[src/rtl/regfile_wb_ctrl.sv]
// regfile_wb_ctrl
// Write-back controller for the single-write-port integer register file.
// It picks one of two write-back sources each cycle (ALU result or load
// data) and registers the chosen write onto the register file port. Writes
// to x0 are suppressed because the register file has no hardwired zero.
// It also tracks registers that have a load in flight, so decode can stall
// on read-after-load hazards.
//
// Ports:
//   clk, rst_n                      clock, async active-low reset
//   alu_valid/alu_rd/alu_data       ALU write-back request
//   alu_ready                       ALU request accepted this cycle
//   mem_valid/mem_rd/mem_data       load write-back request
//   mem_ready                       load request accepted this cycle
//   ld_issue/ld_issue_rd            a load is issued; marks its rd pending
//   chk_rs1/chk_rs2                 source registers being decoded
//   stall                           a decoded source has a pending load
//   rf_we/rf_addr/rf_data           registered register-file write port
//
// Configuration:
//   WBCTRL_MEM_PRIORITY_EN  defined   -> mem always wins when both are valid
//                           undefined -> round-robin using last_grant
module regfile_wb_ctrl #(
  parameter int NUM_REG        = 32,
  parameter int REG_ADDR_WIDTH = 5,
  parameter int REG_WIDTH      = 32
) (
  input  logic                      clk,
  input  logic                      rst_n,
  input  logic                      alu_valid,
  input  logic [REG_ADDR_WIDTH-1:0] alu_rd,
  input  logic [REG_WIDTH-1:0]      alu_data,
  output logic                      alu_ready,
  input  logic                      mem_valid,
  input  logic [REG_ADDR_WIDTH-1:0] mem_rd,
  input  logic [REG_WIDTH-1:0]      mem_data,
  output logic                      mem_ready,
  input  logic                      ld_issue,
  input  logic [REG_ADDR_WIDTH-1:0] ld_issue_rd,
  input  logic [REG_ADDR_WIDTH-1:0] chk_rs1,
  input  logic [REG_ADDR_WIDTH-1:0] chk_rs2,
  output logic                      stall,
  output logic                      rf_we,
  output logic [REG_ADDR_WIDTH-1:0] rf_addr,
  output logic [REG_WIDTH-1:0]      rf_data
);

  logic grant_alu;
  logic grant_mem;

  logic                      rf_we_q,   rf_we_d;
  logic [REG_ADDR_WIDTH-1:0] rf_addr_q, rf_addr_d;
  logic [REG_WIDTH-1:0]      rf_data_q, rf_data_d;
  logic [NUM_REG-1:0]        pending_q, pending_d;

`ifdef WBCTRL_MEM_PRIORITY_EN

  // Fixed priority: the load path always wins, ALU only gets idle slots.
  always_comb begin
    grant_mem = mem_valid;
    grant_alu = alu_valid && !mem_valid;
  end

`else

  typedef enum logic {
    SRC_ALU = 1'b0,
    SRC_MEM = 1'b1
  } src_e;

  src_e last_grant_q, last_grant_d;

  // Round-robin: on contention the source that did not win last time is
  // granted. last_grant resets to MEM so the ALU wins the first contention.
  always_comb begin
    grant_alu    = 1'b0;
    grant_mem    = 1'b0;
    last_grant_d = last_grant_q;
    if (alu_valid && mem_valid) begin
      if (last_grant_q == SRC_MEM) grant_alu = 1'b1;
      else                         grant_mem = 1'b1;
    end else begin
      grant_alu = alu_valid;
      grant_mem = mem_valid;
    end
    if (grant_alu)      last_grant_d = SRC_ALU;
    else if (grant_mem) last_grant_d = SRC_MEM;
  end

  always_ff @(posedge clk or negedge rst_n) begin
    if (!rst_n) last_grant_q <= SRC_MEM;
    else        last_grant_q <= last_grant_d;
  end

`endif

  assign alu_ready = grant_alu;
  assign mem_ready = grant_mem;

  // Output stage and scoreboard next-state. The address and data load on
  // every transfer, including rd 0, but the write enable is withheld for rd 0.
  // In the scoreboard the clear is applied before the set, so a new load
  // issued to the same register in the same cycle stays outstanding.
  always_comb begin
    rf_we_d   = 1'b0;
    rf_addr_d = rf_addr_q;
    rf_data_d = rf_data_q;
    pending_d = pending_q;
    if (grant_alu) begin
      rf_we_d   = (alu_rd != '0);
      rf_addr_d = alu_rd;
      rf_data_d = alu_data;
    end else if (grant_mem) begin
      rf_we_d   = (mem_rd != '0);
      rf_addr_d = mem_rd;
      rf_data_d = mem_data;
    end
    if (grant_mem) pending_d[mem_rd] = 1'b0;
    if (ld_issue && (ld_issue_rd != '0)) pending_d[ld_issue_rd] = 1'b1;
  end

  always_ff @(posedge clk or negedge rst_n) begin
    if (!rst_n) begin
      rf_we_q   <= 1'b0;
      rf_addr_q <= '0;
      rf_data_q <= '0;
      pending_q <= '0;
    end else begin
      rf_we_q   <= rf_we_d;
      rf_addr_q <= rf_addr_d;
      rf_data_q <= rf_data_d;
      pending_q <= pending_d;
    end
  end

  // Only the registered scoreboard is consulted, so a clear takes effect
  // one cycle later, exactly when the write reaches the register file.
  // Bit 0 is never set, so x0 never stalls.
  assign stall   = pending_q[chk_rs1] | pending_q[chk_rs2];
  assign rf_we   = rf_we_q;
  assign rf_addr = rf_addr_q;
  assign rf_data = rf_data_q;

endmodule
[config.mk]
export PLATFORM = sky130hd
export DESIGN_NAME = regfile_wb_ctrl
export DESIGN_NICKNAME = d
export VERILOG_FILES = /design/src/rtl/regfile_wb_ctrl.sv
export SDC_FILE = /design/constraint.sdc
export NUM_CORES = 1
export LEC_CHECK = 0
export ABC_AREA = 0
export CAP_MARGIN = 25
export CORE_AREA = 10 10 73 137
export CTS_BUF_LIST = sky130_fd_sc_hd__clkbuf_2 sky130_fd_sc_hd__clkbuf_4 sky130_fd_sc_hd__clkbuf_8
export DETAILED_ROUTE_END_ITERATION = 8
export DIE_AREA = 0 0 83 147
export GPL_TIMING_DRIVEN = 0
export MAX_ROUTING_LAYER = met4
export PLACE_DENSITY = 0.95
export SLEW_MARGIN = 5
export SYNTH_ARGS = -nofsm -noshare
export SYNTH_HDL_FRONTEND = slang
export SYNTH_SLANG_ARGS = --single-unit
[constraint.sdc]
create_clock -name clk -period 3.65 [get_ports clk]
set_clock_uncertainty 0.05 [all_clocks]
set_input_delay 0.365 -clock clk [delete_from_list [all_inputs] [get_ports clk]]
set_output_delay 0.365 -clock clk [all_outputs]
set_load 0.02 [all_outputs]
==> results.py <==
metrics = {
    "run_status": {
        "status": "finished, final reports clean",
    },
    "synthesis": {
        "yosysTopAreaCell": "dfrtp_1",
        "synth-async-reset-ratio_pct": 100,
        "synth-seq-cells": 71,
        "synth_area_per_cell_um2": 10.6,
        "synth_area_um2": 3910,
        "ys_types": 39,
        "synth_area_leaders": "dfrtp_1 (45%), mux2i_1 (14%), o221a_2 (9.5%)",
        "synth_edf_count": 0,
        "ys_seq_area_share_pct": 45.5,
        "ys_warn_count": 0,
        "synth_top_area_share_pct": 44.8,
        "syn_nets": 462,
        "synthFlopType": "dfrtp_1",
        "synthCells": 368,
    },
    "sta": {
        "worst_slack_ns": 0.747,
        "drv_slew": 0,
        "fin_hold_ws_ns": 0.362,
        "relSlewSlack_pct": 66.0,
        "max_freq_mhz": 345,
        "post-route-period-util_pct": 79.5,
        "period_minus_slack_ns": 2.90,
        "hold_violations": 0,
        "setup_tns_ns": 0,
        "grt_setup_unrepaired": "false",
        "tightestPinTransition_ns": 0.507,
        "setup_viol": 0,
    },
    "power": {
        "pwr-share-seq_pct": 41.2,
        "netSwitchingFraction_pct": 30.4,
        "finalPower_uw": 2530,
        "leakagePower_uw": 0.00232,
        "comb_power_share_pct": 29.7,
        "p_int_uw": 1760,
        "p_sw_uw": 769,
        "clockPowerShare_pct": 29.1,
        "pwr_density_cell_nw_per_um2": 454,
        "irDropWorstVdd_uv": 263,
    },
    "route": {
        "vias": 3812,
        "drtIter0Drc": 353,
        "drc": 0,
        "dr.pass1.iters": 5,
        "wl_mm": 13.2,
        "vias_per_cell": 6.26,
        "antenna_left": 0,
        "post_drt_wl_per_cell_um": 21.7,
    },
    "place": {
        "portBuffers": 127,
        "place_hpwl_mm": 9.90,
        "gp_congestion": 0.997,
        "dp_slack_ns": 0.768,
    },
    "layout": {
        "final_cell_mix": "clkdlybuf4s50_1 (126), dfrtp_1 (70), o21ai_0 (62)",
        "final_common_cell": "clkdlybuf4s50_1",
        "num-nets-final": 602,
        "final_util_pct": 71.1,
        "layout-drive-gt1-share_pct": 12.7,
        "n_antenna_cell": 0,
        "syn_to_final_growth_pct": 42.4,
        "multi_input_area_um2": 2010,
        "fill_cells": 620,
        "seqCellArea_um2": 1780,
    },
    "floorplan": {
        "start_util_pct": 49.9,
        "core_um2": 7830,
        "rows": 46,
        "io-pin-count": 135,
        "die_area_um2": 12200,
        "die_w_um": 83,
        "die_h_um": 147,
    },
    "clock_tree": {
        "cts.clk_slew.worst_paths_ns": 0.07,
        "cts_inserted_buffers": 9,
        "insertion_delay_ns": 0.35,
        "cts-htree-levels": 3,
        "cts.repair.resized": 0,
        "cts_tree": "yes",
        "cts_root_buf": "clkbuf_8",
        "clockBufferDepth": 2,
        "clkSinkCount": 71,
    },
    "worst_setup_path": {
        "critPathKind": "reg2out",
        "r2r_setup_slack_ns": 1.70,
        "path_max_fanout": 3,
        "critPathLaunchType": "register",
        "endpoint_kind": "primary output",
        "crit_arrival_ns": 2.49,
        "cp_data_required_time_ns": 3.23,
        "reg2regPathDepth": 5,
    },
    "hold_path": {
        "hp-class": "in2async",
    },
    "grt": {
        "grtUsageTotal_pct": 21.6,
        "grt_pass1_wl_mm": 21.1,
        "antenna_found_initial": 0,
        "grt_max_degree": 58,
        "grt_pass1_vias": 4079,
        "grt_overflow_total": 0,
    },
    "job": {
        "maxCapViolCount": 0,
    },
}
cell type report:
type | count | area share (%)
multi-input cells | 271 | 36.1
repair buffers | 129 | 23.5
clock inverters | 3 | 1.17
flip-flops and latches | 71 | 31.9
clock buffers | 13 | 2.99
inverters | 4 | 0.270
well taps | 96 | 2.16
plain buffers | 22 | 1.91
synth_stat cells (5+ instances only):
cell,instances
dfrtp_1,70
o21ai_0,62
mux2i_1,53
nand2_1,46
o221a_2,33
clkbuf_1,10
nor2_1,10
nand3b_1,9
buf_2,7
mux4_1,6
a22oi_1,5
nor3_1,5
o22ai_1,5
flip-flops by register name, summed over array words and instances (netlist names):
name and cells:
last_grant_q 1, rf_data 32, rf_we 1, rf_addr 5
pending_q 32
layer usage:
| metal | track usage (%) | share of wire [%] | up-vias |
|---|---|---|---|
| met5 | - | 0 | - |
| met4 | 7.02 | 1.8 | 0 |
| met3 | 5.54 | 7.7 | 22 |
| met2 | 34.1 | 49 | 217 |
| met1 | 26.3 | 41 | 1879 |
| li1 | - | - | 1694 |
power by group through the flow:
| stage | logic (uW) | clock network (uW) | registers, uW |
|---|---|---|---|
| finish | 752 | 735 | 1040 |
| global route | 811 | 772 | 1060 |
| CTS | 753 | 739 | 1040 |
| detailed placement | 749 | 0 | 1050 |
| global placement | 720 | 0 | 1040 |
| floorplan | 332 | 0 | 1090 |
path summary, 6_finish.rpt:
path / start / endpoint
worst max-delay path: pending_q[18] / stall
worst min-delay path: rst_n / pending_q[22]
worst max register to register: last_grant_q / rf_data[10]
worst min register to register: rf_data[6] / rf_data[6]
max in group asynchronous: rst_n / last_grant_q
min in group clk: rf_data[6] / rf_data[6]
worst max-delay path, cell delays in order, from the launching register on:
cell	delay [ns]
dfrtp_1	0.41
mux4_1	0.52
mux4_2	0.47
nand2_1	0.09
nand4b_1	0.08
clkdlybuf4s50_1	0.55
cells by family (layout without fill, tap and decap cells):
kind of cell,after synthesis,count (layout),share of synthesized area (%)
muxes,60,60,18.2
and+or+nand+nor,93,93,11.8
buffers and inverters,26,171,3.10
AOI/OAI and AO/OA,118,118,21.4
DFF,71,71,45.5
stage by stage:
| step | area (um^2) | std cells |
|---|---|---|
| 6_report | 5570 | 609 |
| 5_1_grt | 5570 | 609 |
| 4_1_cts | 5570 | 609 |
| 3_5_place_dp | 5330 | 592 |
| 3_3_place_gp | 5300 | 591 |
| 2_1_floorplan | 3910 | 368 |
timing repair:
action | CTS | global route
endpoints found under the setup margin | 0 | 0
setup buffers | 0 | 0
hold buffers | 1 | 0
endpoints found under the hold margin | 14 | 0
Power figures use the tool's default switching activity.
==> RTL change 1: new RTL, config.mk and constraints unchanged <==
The option `WBCTRL_MEM_PRIORITY_EN` is turned on by a define.
--- a/src/rtl/regfile_wb_ctrl.sv
+++ b/src/rtl/regfile_wb_ctrl.sv
@@ -22,2 +22,4 @@
 //                           undefined -> round-robin using last_grant
+`define WBCTRL_MEM_PRIORITY_EN
+
 module regfile_wb_ctrl #(
Function: changed (Yosys sat finds a counterexample within 4 cycles, from zero or initial values and one cycle with rst_n low).
==> RTL change 1 against the unedited design <==
Area after synthesis down 5.7%. Sequential cell count down 1. Setup slack worse by 0.29 ns. Routed wire length down 10%. Final area down 4.3%. Combinational power down 24%. Power down 8.1%. Sequential share of layout area up 0.95 points. Core utilization down 3.1 points. Highest routed layer unchanged.
==> RTL change 1: results (changes against the unedited design) <==
outcome: "finished, final reports clean"
synthTopCellsByArea: "dfrtp_1, o21ai_0, mux2i_1"
dr.pass1.iters: 7  # +2
grt_pass1_wl_um: 18820  # -11%
htree_levels: 3  # unchanged
place.gp.congestion: 0.8967  # -10%
r2r-start: "rf_addr[1]"
p_sw_uw: 649.2  # -16%
routed_via_density: 5.847  # -6.6%
grt_util_met1_pct: 23.50  # -2.8 points
synth_common_cells: "o21ai_0, dfrtp_1, mux2i_1"
numCtsBuffers: 9  # unchanged
drive_gt1_share_pct: 7.415  # -5.3 points
place_area_um2: 5085  # -4.5%
critical_path_arrival_ns: 2.78  # +0.29 ns
via_count: 3479  # -8.7%
dp_slack_ns: 0.4547  # -0.3128 ns
clk_pin_slew_worst_paths_ns: 0.07  # about the same
grt_util_met2_pct: 29.46  # -4.6 points
grt_max_degree: 71  # +22%
relSlewSlack_pct: 41.72  # -24 points
fillerInstances: 603  # -2.7%
max-vdd-ir-drop_v: 0.0003129  # +19%
startpoint: "chk_rs1[0]"
cts_root_buf: "clkbuf_8"
dp.final_hpwl_um: 9103  # -8.1%
grt_util_all_layers_pct: 19.15  # -2.4 points
path_max_fanout: 10  # +7
ys_async_sr_fraction_pct: 100.0  # unchanged
grt.met3_usage_pct: 5.592  # +0.055 points
fin_nets: 588  # -2.3%
syn_nets: 449  # -2.8%
wire_per_inst_um: 19.91  # -8.3%
grt_pass1_vias: 3590  # -12%
avgSynthCellArea_um2: 10.38  # -2.2%
ys_seq_area_share_pct: 47.52  # +2.0 points
dp_cells: 579  # -2.2%
p_leak_nw: 2.231  # -3.8%
post_cts_buffers: 0  # unchanged
drtIter0Drc: 282  # -20%
fin_util_pct: 68.05  # -3.1 points
synthDistinctLibCells: 40  # +2.6%
portBuffers: 128  # +0.79%
-- RTL change 1: cell families after synthesis --
kind of cell	share of synthesized area (%)
AOI/OAI and AO/OA	17.01
and+or+nand+nor	12.66
DFF	47.52
muxes	19.35
buffers and inverters	3.462
-- RTL change 1: final timing paths --
kind                                 end  slack [ns]  cells past startpoint
setup / recovery                   stall        0.46                      8
hold / removal             pending_q[28]        0.08                      1
setup reg to reg              rf_addr[1]        2.71                      3
hold reg to reg             pending_q[0]        0.48                      1
max in group asynchronous     rf_data[4]        2.90                      1
min in group clk              rf_addr[3]        0.41                      3
-- RTL change 1: layer usage --
| metal | vias up | routed length [um] |
|---|---|---|
| met1 | 1673 | 4983 |
| li1 | 1597 | - |
| met3 | 18 | 914 |
| met5 | - | 0 |
| met2 | 191 | 5735 |
| met4 | 0 | 216 |
-- RTL change 1: worst max-delay path: stages --
cell and delay, ns:
clkdlybuf4s50_1 0.56, buf_6 0.18, mux4_2 0.50, nand4b_1 0.14, nand4_1 0.11, a311oi_2 0.22, o311ai_1 0.14, clkdlybuf4s50_1 0.56
-- RTL change 1: power groups by stage --
stage / clock network [mW] / registers (mW) / logic, mW
finish: 0.759 / 0.992 / 0.572
CTS: 0.765 / 0.987 / 0.574
floorplan: 0 / 1.01 / 0.250
global route: 0.810 / 1.00 / 0.619
global placement: 0 / 0.989 / 0.550
detailed placement: 0 / 1.00 / 0.570
-- RTL change 1: final cells by class --
class                   count  share of cell area (%)
plain buffers              22                   2.114
clock buffers              12                   2.748
clock inverters             4                   1.785
inverters                   4                  0.2819
multi-input cells         259                   33.92
flip-flops and latches     70                   32.89
well taps                  96                   2.255
repair buffers            128                   24.01
==> RTL change 2: new RTL, same flow settings <==
Made on the original files. Reset style: synchronous (`rst_n`), changed in 2 clocked blocks. Comments in the files are not updated.
--- a/src/rtl/regfile_wb_ctrl.sv
+++ b/src/rtl/regfile_wb_ctrl.sv
@@ -89,3 +89,3 @@
 
-  always_ff @(posedge clk or negedge rst_n) begin
+  always_ff @(posedge clk) begin
     if (!rst_n) last_grant_q <= SRC_MEM;
@@ -121,3 +121,3 @@
 
-  always_ff @(posedge clk or negedge rst_n) begin
+  always_ff @(posedge clk) begin
     if (!rst_n) begin
Function: differs if rst_n is asserted again (counterexample within 4 cycles, from zero or initial values and one cycle with rst_n low); with rst_n held inactive, the same outputs for 10 cycles.
==> RTL change 2 against the unedited design <==
Count of clock-buffer cells in the layout unchanged. Final area down 7.9%. Combinational power down 44%. Register-to-register slack better by 0.09 ns. Sequential cell count unchanged. Setup slack better by 0.034 ns. Area after synthesis down 9.1%. Power down 28%. Routed wire length down 4.6%. Largest cell class unchanged. Highest routed layer unchanged.
==> RTL change 2: results (changes against the unedited design) <==
p_clk_uw: 567  # -23%
synthDistinctLibCells: 38  # -2.6%
dp.final_hpwl_um: 9648  # -2.6%
htree_levels: 3  # unchanged
grt_pass1_vias: 4200  # +3.0%
grt_antenna_before_repair: 0  # unchanged
ys_seq_area_share_pct: 40.01  # -5.5 points
routed_via_density: 5.772  # -7.8%
clockBufferDepth: 2  # unchanged
min_path_type: "in2reg"
via_count: 3948  # +3.6%
critical_path_arrival_ns: 2.45  # -0.04 ns
cp_slowest_cell: "clkdlybuf4s50_1"
outcome: "finished, final reports clean"
synthesis.instances: 446  # +21%
place.gp.congestion: 0.8819  # -12%
dp_slack_ns: 0.8133  # +0.04571 ns
cts_root_buf: "clkbuf_8"
clk_pin_slew_worst_paths_ns: 0.07  # about the same
portBuffers: 128  # +0.79%
dp_cells: 670  # +13%
p_leak_nw: 1.970  # -15%
numCtsBuffers: 9  # unchanged
clk-insertion-delay-late_ns: 0.35  # about the same
fillerInstances: 668  # +7.7%
path_max_fanout: 4  # +1
total_power_mw: 1.824  # -28%
synth_common_cells: "nand2_1, dfxtp_1, nor2_1"
max-vdd-ir-drop_v: 0.0003003  # +14%
post_cts_buffers: 0  # unchanged
synthTopCellsByArea: "dfxtp_1, nand2_1, a311oi_1"
critPathTopFamily: "buffers and inverters"
worstMarginPinSlew_ns: 1.067  # +0.5594 ns
place_area_um2: 4954  # -7.0%
yosysWarnings: 0  # unchanged
grt_max_degree: 11  # -81%
fin_nets: 679  # +13%
routed_wl_um: 12620  # -4.6%
diodes: 0  # unchanged
comb-power_uw: 420  # -44%
cpPeakStageDelay_ns: 0.55  # about the same
grt_util_all_layers_pct: 20.78  # -0.82 points
grt_pass1_wl_um: 20640  # -2.4%
ctsResizeCount: 0  # unchanged
dr.pass1.iters: 7  # +2
p_sw_uw: 507.7  # -34%
drive_gt1_share_pct: 4.252  # -8.4 points
drtIter0Drc: 259  # -27%
syn_nets: 540  # +17%
ys_async_sr_fraction_pct: 0  # -100 points
RTL change 2: changes by cell type after synthesis, sizes merged, moves of 34 or more:
cell	unedited run	this run
dfxtp	0	71
nor2	10	44
a311oi	0	37
dfrtp	70	0
nand2	46	119
RTL change 2: worst paths after layout:
path / endpoint / slack [ns] / cells after the start / start
max: stall / 0.78 / 7 / chk_rs2[4]
min: rf_addr[3] / 0.41 / 3 / mem_rd[3]
max reg2reg: rf_data[21] / 1.79 / 6 / last_grant_q
min reg2reg: pending_q[0] / 0.44 / 1 / pending_q[0]
RTL change 2: routing by layer:
metal,GRT usage [%],vias to the layer above,wire [um]
met3,6.977,35,1085
met1,22.86,1806,5033
li1,-,1876,-
met2,33.46,231,6113
met4,8.733,0,391
met5,-,-,0
RTL change 2: cell type report:
cell class,count,area (um2),area share (%)
multi-input cells,340,1977,38.57
flip-flops and latches,71,1421,27.73
repair buffers,128,1281,25.00
clock buffers,13,166.4,3.247
plain buffers,31,138.9,2.710
well taps,96,120.1,2.344
inverters,4,15.01,0.2930
clock inverters,1,5.005,0.09766
RTL change 2: logic make-up (layout without fill, tap and decap cells):
kind of cell	count (synthesis)	count (layout)	share of synthesized area, %
multiplexers	27	27	10.71
buffers and inverters	35	177	4.332
AO/OA/AOI/OAI	121	121	21.94
flip-flops	71	71	40.01
AND/OR/NAND/NOR	192	192	23.00
RTL change 2: worst reg2reg max path: cells and delay by family (launching register included):
family / cells / cell delay [ns]
AND/OR/NAND/NOR: 1 / 0.09
buffers and inverters: 3 / 0.84
flip-flops: 1 / 0.38
AO/OA/AOI/OAI: 2 / 0.41
